`config.mk`:
```
export PLATFORM = sky130hd
export DESIGN_NAME = fetch_stage
export DESIGN_NICKNAME = d
export VERILOG_FILES = /design/src/rtl/fetch_stage.sv
export SDC_FILE = /design/constraint.sdc
export NUM_CORES = 1
export LEC_CHECK = 0
export CAP_MARGIN = 20
export CORE_ASPECT_RATIO = 2
export CORE_MARGIN = 2
export CORE_UTILIZATION = 52
export DETAILED_ROUTE_END_ITERATION = 12
export PLACE_DENSITY = 0.94
export SETUP_SLACK_MARGIN = 0.2
export SYNTH_ARGS = -nofsm -noshare
export SYNTH_HDL_FRONTEND = slang
export SYNTH_SLANG_ARGS = --single-unit
```
`constraint.sdc`:
```
create_clock -name clock -period 4.2 [get_ports clock]
set_input_delay 0.42 -clock clock [delete_from_list [all_inputs] [get_ports clock]]
set_output_delay 0.42 -clock clock [all_outputs]
set_load 0.05 [all_outputs]
```
`src/rtl/fetch_stage.sv`:
```
// rtl/fetch_stage.sv - stage-1 instruction fetch with 1-entry skid buffer and redirect squash
module fetch_stage #(
  parameter logic [31:0] RESET_PC  = 32'h0000_0000,
  parameter logic [31:0] NOP_INSTR = 32'h0000_0013
) (
  input  logic        clock,
  input  logic        reset_n,
  input  logic        stall,
  input  logic        redirect,
  input  logic [31:0] redirect_pc,
  output logic [31:0] imem_addr,
  input  logic [31:0] imem_rdata,
  output logic [31:0] line,
  output logic [31:0] pc,
  output logic        valid
);

  logic [31:0] fetch_pc_q, fetch_pc_d;
  logic        resp_valid_q, resp_valid_d;
  logic [31:0] resp_pc_q, resp_pc_d;
  logic        skid_valid_q, skid_valid_d;
  logic [31:0] skid_line_q, skid_line_d;
  logic [31:0] skid_pc_q, skid_pc_d;

  // The memory is addressed straight from the registered fetch PC.
  assign imem_addr = fetch_pc_q;

  // Output mux: a redirect squashes whatever is on the wire this cycle,
  // otherwise the skid entry is older than the live memory response.
  always_comb begin
    line  = NOP_INSTR;
    pc    = resp_pc_q;
    valid = 1'b0;
    if (redirect) begin
      line  = NOP_INSTR;
      pc    = resp_pc_q;
      valid = 1'b0;
    end else if (skid_valid_q) begin
      line  = skid_line_q;
      pc    = skid_pc_q;
      valid = 1'b1;
    end else if (resp_valid_q) begin
      line  = imem_rdata;
      pc    = resp_pc_q;
      valid = 1'b1;
    end
  end

  // Next-state: redirect beats stall; a stall with a live response parks it
  // in the skid and re-presents the same fetch address so nothing is lost.
  always_comb begin
    fetch_pc_d   = fetch_pc_q;
    resp_valid_d = resp_valid_q;
    resp_pc_d    = resp_pc_q;
    skid_valid_d = skid_valid_q;
    skid_line_d  = skid_line_q;
    skid_pc_d    = skid_pc_q;
    if (redirect) begin
      fetch_pc_d   = redirect_pc & 32'hFFFF_FFFC;
      resp_valid_d = 1'b0;
      skid_valid_d = 1'b0;
    end else if (!stall) begin
      fetch_pc_d   = fetch_pc_q + 32'd4;
      resp_pc_d    = fetch_pc_q;
      resp_valid_d = 1'b1;
      skid_valid_d = 1'b0;
    end else if (!skid_valid_q && resp_valid_q) begin
      skid_line_d  = imem_rdata;
      skid_pc_d    = resp_pc_q;
      skid_valid_d = 1'b1;
      resp_valid_d = 1'b0;
    end else begin
      resp_valid_d = 1'b0;
    end
  end

  // State register with synchronous active-low reset.
  always_ff @(posedge clock) begin
    if (!reset_n) begin
      fetch_pc_q   <= RESET_PC;
      resp_valid_q <= 1'b0;
      resp_pc_q    <= RESET_PC;
      skid_valid_q <= 1'b0;
      skid_line_q  <= NOP_INSTR;
      skid_pc_q    <= RESET_PC;
    end else begin
      fetch_pc_q   <= fetch_pc_d;
      resp_valid_q <= resp_valid_d;
      resp_pc_q    <= resp_pc_d;
      skid_valid_q <= skid_valid_d;
      skid_line_q  <= skid_line_d;
      skid_pc_q    <= skid_pc_d;
    end
  end

endmodule
```
==> results of run 1 <==
-- layout by cell type, fill, tap and decap left out, types with 3 or more instances in the layout --
cell,instances
dfxtp_1,124
o31ai_1,7
or4_1,4
and4_1,6
o211ai_1,3
nor4_1,5
a21oi_1,95
clkdlybuf4s50_1,106
a22o_1,29
a311oi_1,5
buf_12,34
clkbuf_16,17
and3_1,4
o22a_1,3
clkinvlp_4,4
nor2b_1,6
nand4_1,18
xnor2_1,6
inv_1,4
nand3_1,11
a31oi_1,8
mux2i_1,3
buf_4,30
nor2_1,14
clkinv_2,4
conb_1,4
and2_1,3
or3_1,4
o21ai_0,13
nand2_1,297
nor3_1,6
-- through the flow --
stage | area [um^2] | hold slack [ns] | total power [uW]
floorplan | 5867 | 0.4366 | 1512
global placement | 7705 | 0.4415 | 1697
detailed placement | 7725 | 0.4474 | 1704
CTS | 8304 | 0.4548 | 3120
global route | 8304 | 0.4735 | 3200
finish | 8304 | 0.4526 | 3116
-- logic make-up (layout without fill, tap and decap cells) --
| logic type | Yosys count | after routing |
|---|---|---|
| fa+ha+maj | 1 | 1 |
| xor+xnor | 7 | 7 |
| buf+inv | 74 | 207 |
| simple gates | 398 | 398 |
| mux | 3 | 3 |
| other cells | 1 | 4 |
| flops | 124 | 124 |
| compound gates | 184 | 184 |
-- state kept, by name (all words and copies together), names as in the netlist --
| register | flops |
|---|---|
| skid_pc_q | 30 |
| imem_addr | 30 |
| resp_pc_q | 30 |
| resp_valid_q | 1 |
| skid_line_q | 32 |
| skid_valid_q | 1 |
-- path summary, 6_finish.rpt --
check	end	slack, ns	cells past startpoint
setup / recovery	line[27]	1.02	4
hold / removal	skid_line_q[22]$_SDFFE_PN0P_	0.45	2
setup reg to reg	skid_line_q[5]$_SDFFE_PN0P_	1.59	5
hold reg to reg	skid_line_q[22]$_SDFFE_PN0P_	0.45	2
-- worst max-delay path: stages --
cell	delay, ns
clkdlybuf4s50_1	0.52
nor3b_2	0.76
a22o_1	0.23
clkdlybuf4s50_1	0.81
-- power groups by stage --
stage	sequential, uW	combinational [uW]	clock [uW]
final	1270	421	1430
after global routing	1270	443	1490
after CTS	1260	420	1440
after detailed placement	1290	417	0
after global placement	1290	410	0
after floorplan	1330	180	0
-- layout make-up --
cell class	instances	share of cell area, %
flip-flops and latches	124	29.89
clock buffers	21	5.545
well taps	140	2.109
repair buffers	170	23.69
inverters	5	0.2260
clock inverters	11	1.431
multi-input cells	597	37.11
-- layer usage --
metal  vias to the layer above  GRT usage [%]  routed length (um)
li1                       2961              -                   -
met3                        75          6.690                1456
met2                       387          54.20                9752
met4                         0          17.32                 933
met5                         -              0                   0
met1                      2953          31.89                6294
==> flow_summary.ini, run 1 <==
[detailed_routing]
final_antenna_net_count = 0
drc = 0
vias = 6376
wire_per_inst_um = 17.26
vias_per_cell = 5.970
dr.first_iter.drc_count = 439
first_pass_iters = 7
totalWireLength_mm = 18.44

[sta]
fmax_mhz = 314.7
relSlewSlack_pct = 40.96
tightest_slew_ns = 0.8818
setup_viol = 0
setup_total_negative_slack_ns = 0
skew_ns = 0.005951
slew_viol_final = 0
rsz0062_at_grt = false
post-route-min-period_ns = 3.177
setup_slack_ns = 1.023
hold_viol = 0
timing.final.crit_share_pct = 75.65

[synth]
ys_seq_area_share_pct = 42.39
ys_warn_count = 0
avgSynthCellArea_um2 = 7.393
synth_mux_area_share_pct = 0.5128
syn_area_mm2 = 0.005856
synth-simple-area-share_pct = 30.21
synth_fa_ha_area_share_pct = 0.2137
synth_top_family_by_area = simple AND/OR/NAND/NOR gates
ys_types = 61
netlist_top_cells_count = 298 x nand2_1, 124 x dfxtp_1, 95 x a21oi_1
synth_top_area_share_pct = 42.39
synth-seq-cells = 124
syn_inst = 792
synth_largest_area_cell = dfxtp_1
async_reset_ff_share_pct = 0
synth_compound_area_share_pct = 20.06
synth_edf_count = 0
synth_area_leaders = dfxtp_1 42%, nand2_1 19%, a21oi_1 8.1%
ys_dominant_reg_cell = dfxtp_1
yosysMostFrequentCell = nand2_1
synth_xor_xnor_area_share_pct = 1.047

[die]
initial_core_util_pct = 53.50
die_w_um = 79.04
die-area_mm2 = 0.01218
die_h_um = 154.1
io_pins = 165
rows = 54
placeableCoreArea_mm2 = 0.01095

[min_path]
min_from = skid_line_q[22]$_SDFFE_PN0P_
min_path_type = flip-flop to flip-flop

[cells_and_area]
multi_input_area_mm2 = 0.003082
register_area_mm2 = 0.002482
nFillCells = 741
drive_gt1_share_pct = 11.96
fin_util_pct = 75.87
antenna_cells = 0
syn_to_final_growth_pct = 41.82
instances_no_fill = 1068
nNetsFinal = 984

[clocking]
root_buffer = clkbuf_16
cts_buffers = 17
cts_resized = 0
postCtsHoldBufs = 0
path_clk_slew_ns = 0.05
cts_tree = yes
post-cts-setup-buffers = 0
htreeDepth = 4
clk_latency_ns = 0.41
clock_path_buffers = 2
cts_sinks = 124

[status]
outcome = complete, no violations

[setup_path]
cp-start-kind = input pin
crit_type = input pin to output pin
cp.required_ns = 3.78
worstPathArrival_ns = 2.76
critPathLaunch = redirect
critPathCaptureType = output pin
r2r-start = skid_valid_q$_SDFFE_PP0P_
crit_fanout = 13

[global_route]
antenna_found_initial = 0
grt_max_degree = 49
grt_pass1_vias = 6084
grt.overflow.total = 0
track_usage_pct = 30.36
grt_pass1_wl_mm = 29.45

[power_and_ir_drop]
leakagePower_uw = 0.003072
power_per_cell_area_mw_per_mm2 = 375.3
switching_share_pct = 26.80
ir_worst_vdd_uv = 319.6
internal_power_uw = 2281
p_sw_uw = 835.2
p_seq_share_pct = 40.7
share_comb_of_total_power_pct = 13.5
p_clk_share_pct = 45.8

[run]
drv_cap = 0

[place]
hpwl_mm = 12.16
place_inst = 1036
gp_congestion = 0.9043
portBuffers = 158
pre_cts_slack_ns = 0.9682
No activity file was read; power rests on OpenSTA's default activity.
==> run 2, diff against run 1 <==
--- a/config.mk
+++ b/config.mk
@@ -8,9 +8,9 @@
 export CAP_MARGIN = 20
 export CORE_ASPECT_RATIO = 2
 export CORE_MARGIN = 2
-export CORE_UTILIZATION = 52
+export CORE_UTILIZATION = 48
 export DETAILED_ROUTE_END_ITERATION = 12
-export PLACE_DENSITY = 0.94
+export PLACE_DENSITY = 0.88
 export SETUP_SLACK_MARGIN = 0.2
 export SYNTH_ARGS = -nofsm -noshare
 export SYNTH_HDL_FRONTEND = slang
==> constraint.sdc (replaced) <==
create_clock -name clock -period 3.3 [get_ports clock]
set_input_delay 0.33 -clock clock [delete_from_list [all_inputs] [get_ports clock]]
set_output_delay 0.33 -clock clock [all_outputs]
set_load 0.05 [all_outputs]
==> run 2 against run 1 <==
  * Clock skew is 0.0028 ns higher
  * Via count is 1.8% lower
  * Global-route usage is 2.3 points lower
  * Combinational power is 31% higher
  * Sequential power is 27% higher
  * Count of clock-buffer cells in the layout is 1 higher
  * Setup slack worse by 0.13 ns
  * Core utilization is 4.3 points lower
  * Sequential share of layout area is 1.1 points lower
  * Flip-flop and latch count stayed put
  * Worst hold slack hardly changed
  * First-iteration DRC count is 4.1% lower
  * Largest power group unchanged
==> flow_summary.ini, run 2 (synthesized netlist as in run 1, its figures left out) <==
[status]
outcome = complete, no violations

[sta]
timing.final.crit_share_pct = 72.82
post-route-min-period_ns = 2.403
setup_slack_ns = 0.8968
relSlewSlack_pct = 48.06
setup_viol = 0
tightest_slew_ns = 0.7762
skew_ns = 0.008710
hold_viol = 0
whs_ns = 0.4527
setup_total_negative_slack_ns = 0
rsz0062_at_grt = false
slew_viol_final = 0
fmax_mhz = 416.1

[setup_path]
r2r-start = imem_addr[5]$_SDFFE_PN0N_
rrSetupSlack_ns = 1.13
worstPathArrival_ns = 2.07
cp-start-kind = input pin
crit_type = input pin to output pin
critPathCaptureType = output pin
crit_fanout = 9
regToRegEndpoint = imem_addr[25]$_SDFFE_PN0N_
cp.required_ns = 2.97
reg2reg_depth = 4

[place]
gp_congestion = 0.8899
pre_cts_slack_ns = 0.8519
place_area_mm2 = 0.008099
hpwl_mm = 12.28
portBuffers = 158

[cells_and_area]
largest-register = skid_line_q
syn_to_final_growth_pct = 47.31
final_common_cell = nand2_1
multi_input_area_mm2 = 0.003082
drive_gt1_share_pct = 13.05
largest_reg_flops = 32
nNetsFinal = 986
layout_common_cells = 297 x nand2_1, 124 x dfxtp_1, 96 x clkdlybuf4s50_1
antenna_cells = 0
final_area_mm2 = 0.008626
nFillCells = 842
register_area_mm2 = 0.002482

[clocking]
clock_path_buffers = 2
cts_tree = yes
clk_latency_ns = 0.42
postCtsHoldBufs = 0
root_buffer = clkbuf_16
cts_resized = 0
cts_sinks = 124
htreeDepth = 4
cts_buffers = 17
post-cts-setup-buffers = 0
path_clk_slew_ns = 0.05

[global_route]
grt_pass1_wl_mm = 28.88
track_usage_pct = 28.10
grt.overflow.total = 0
antenna_found_initial = 0
grt_pass1_vias = 5990
grt_max_degree = 63

[detailed_routing]
drc = 0
final_antenna_net_count = 0
first_pass_iters = 9
dr.first_iter.drc_count = 421
totalWireLength_mm = 18.25
wire_per_inst_um = 16.99
vias = 6259
vias_per_cell = 5.828

[die]
die_w_um = 82.10
initial_core_util_pct = 48.58
io_pins = 165
die-area_mm2 = 0.01315
rows = 57
die_h_um = 160.2
placeableCoreArea_mm2 = 0.01205

[min_path]
hold_depth = 2
holdPathEnd = skid_line_q[20]$_SDFFE_PN0P_
min_from = skid_line_q[20]$_SDFFE_PN0P_
min_path_type = flip-flop to flip-flop

[power_and_ir_drop]
ir_worst_vdd_uv = 418.5
leakagePower_uw = 0.003161
total_power_uw = 3819
power_per_cell_area_mw_per_mm2 = 442.8

[run]
drv_cap = 0
-- run 2: critical path, cell delays in order --
cell	delay (ns)
clkdlybuf4s50_1	0.55
buf_4	0.24
nor2_1	0.13
clkdlybuf4s50_1	0.81
-- run 2: metal layers --
metal | wire length [um] | global-route usage [%]
met5 | 0 | 0
met4 | 985 | 18.11
met3 | 1386 | 5.367
met2 | 9400 | 48.04
met1 | 6477 | 30.33
-- run 2: worst max-delay path by stage --
stage	from	to	slack, ns	cells past startpoint
finish	redirect	valid	0.90	4
detailed placement	stall	skid_pc_q[24]$_SDFFE_PN0P_	0.85	5
CTS	redirect	valid	0.90	4
global route	redirect	valid	0.82	4
global placement	redirect	valid	0.91	4
floorplan	redirect	pc[21]	1.23	7
-- run 2: power by group --
group          switching (uW)  internal (uW)  total (uW)
combinational             318            232         550
sequential               72.6           1540        1610
clock                     637           1020        1660
total                    1030           2790        3820
-- run 2: metrics by stage --
step / utilization [%] / cells
6_report: 71.57 / 1074
5_1_grt: 71.57 / 1074
4_1_cts: 71.57 / 1074
3_5_place_dp: 67.20 / 1045
3_3_place_gp: 67.20 / 1045
2_1_floorplan: - / 795
-- run 2: cell type report --
class,instances,share of cell area [%]
multi-input combinational,597,35.73
sequential,124,28.78
inverter,5,0.2176
timing repair buffer,172,27.04
tap,147,2.132
clock buffer,22,5.614
clock inverter,7,0.4932
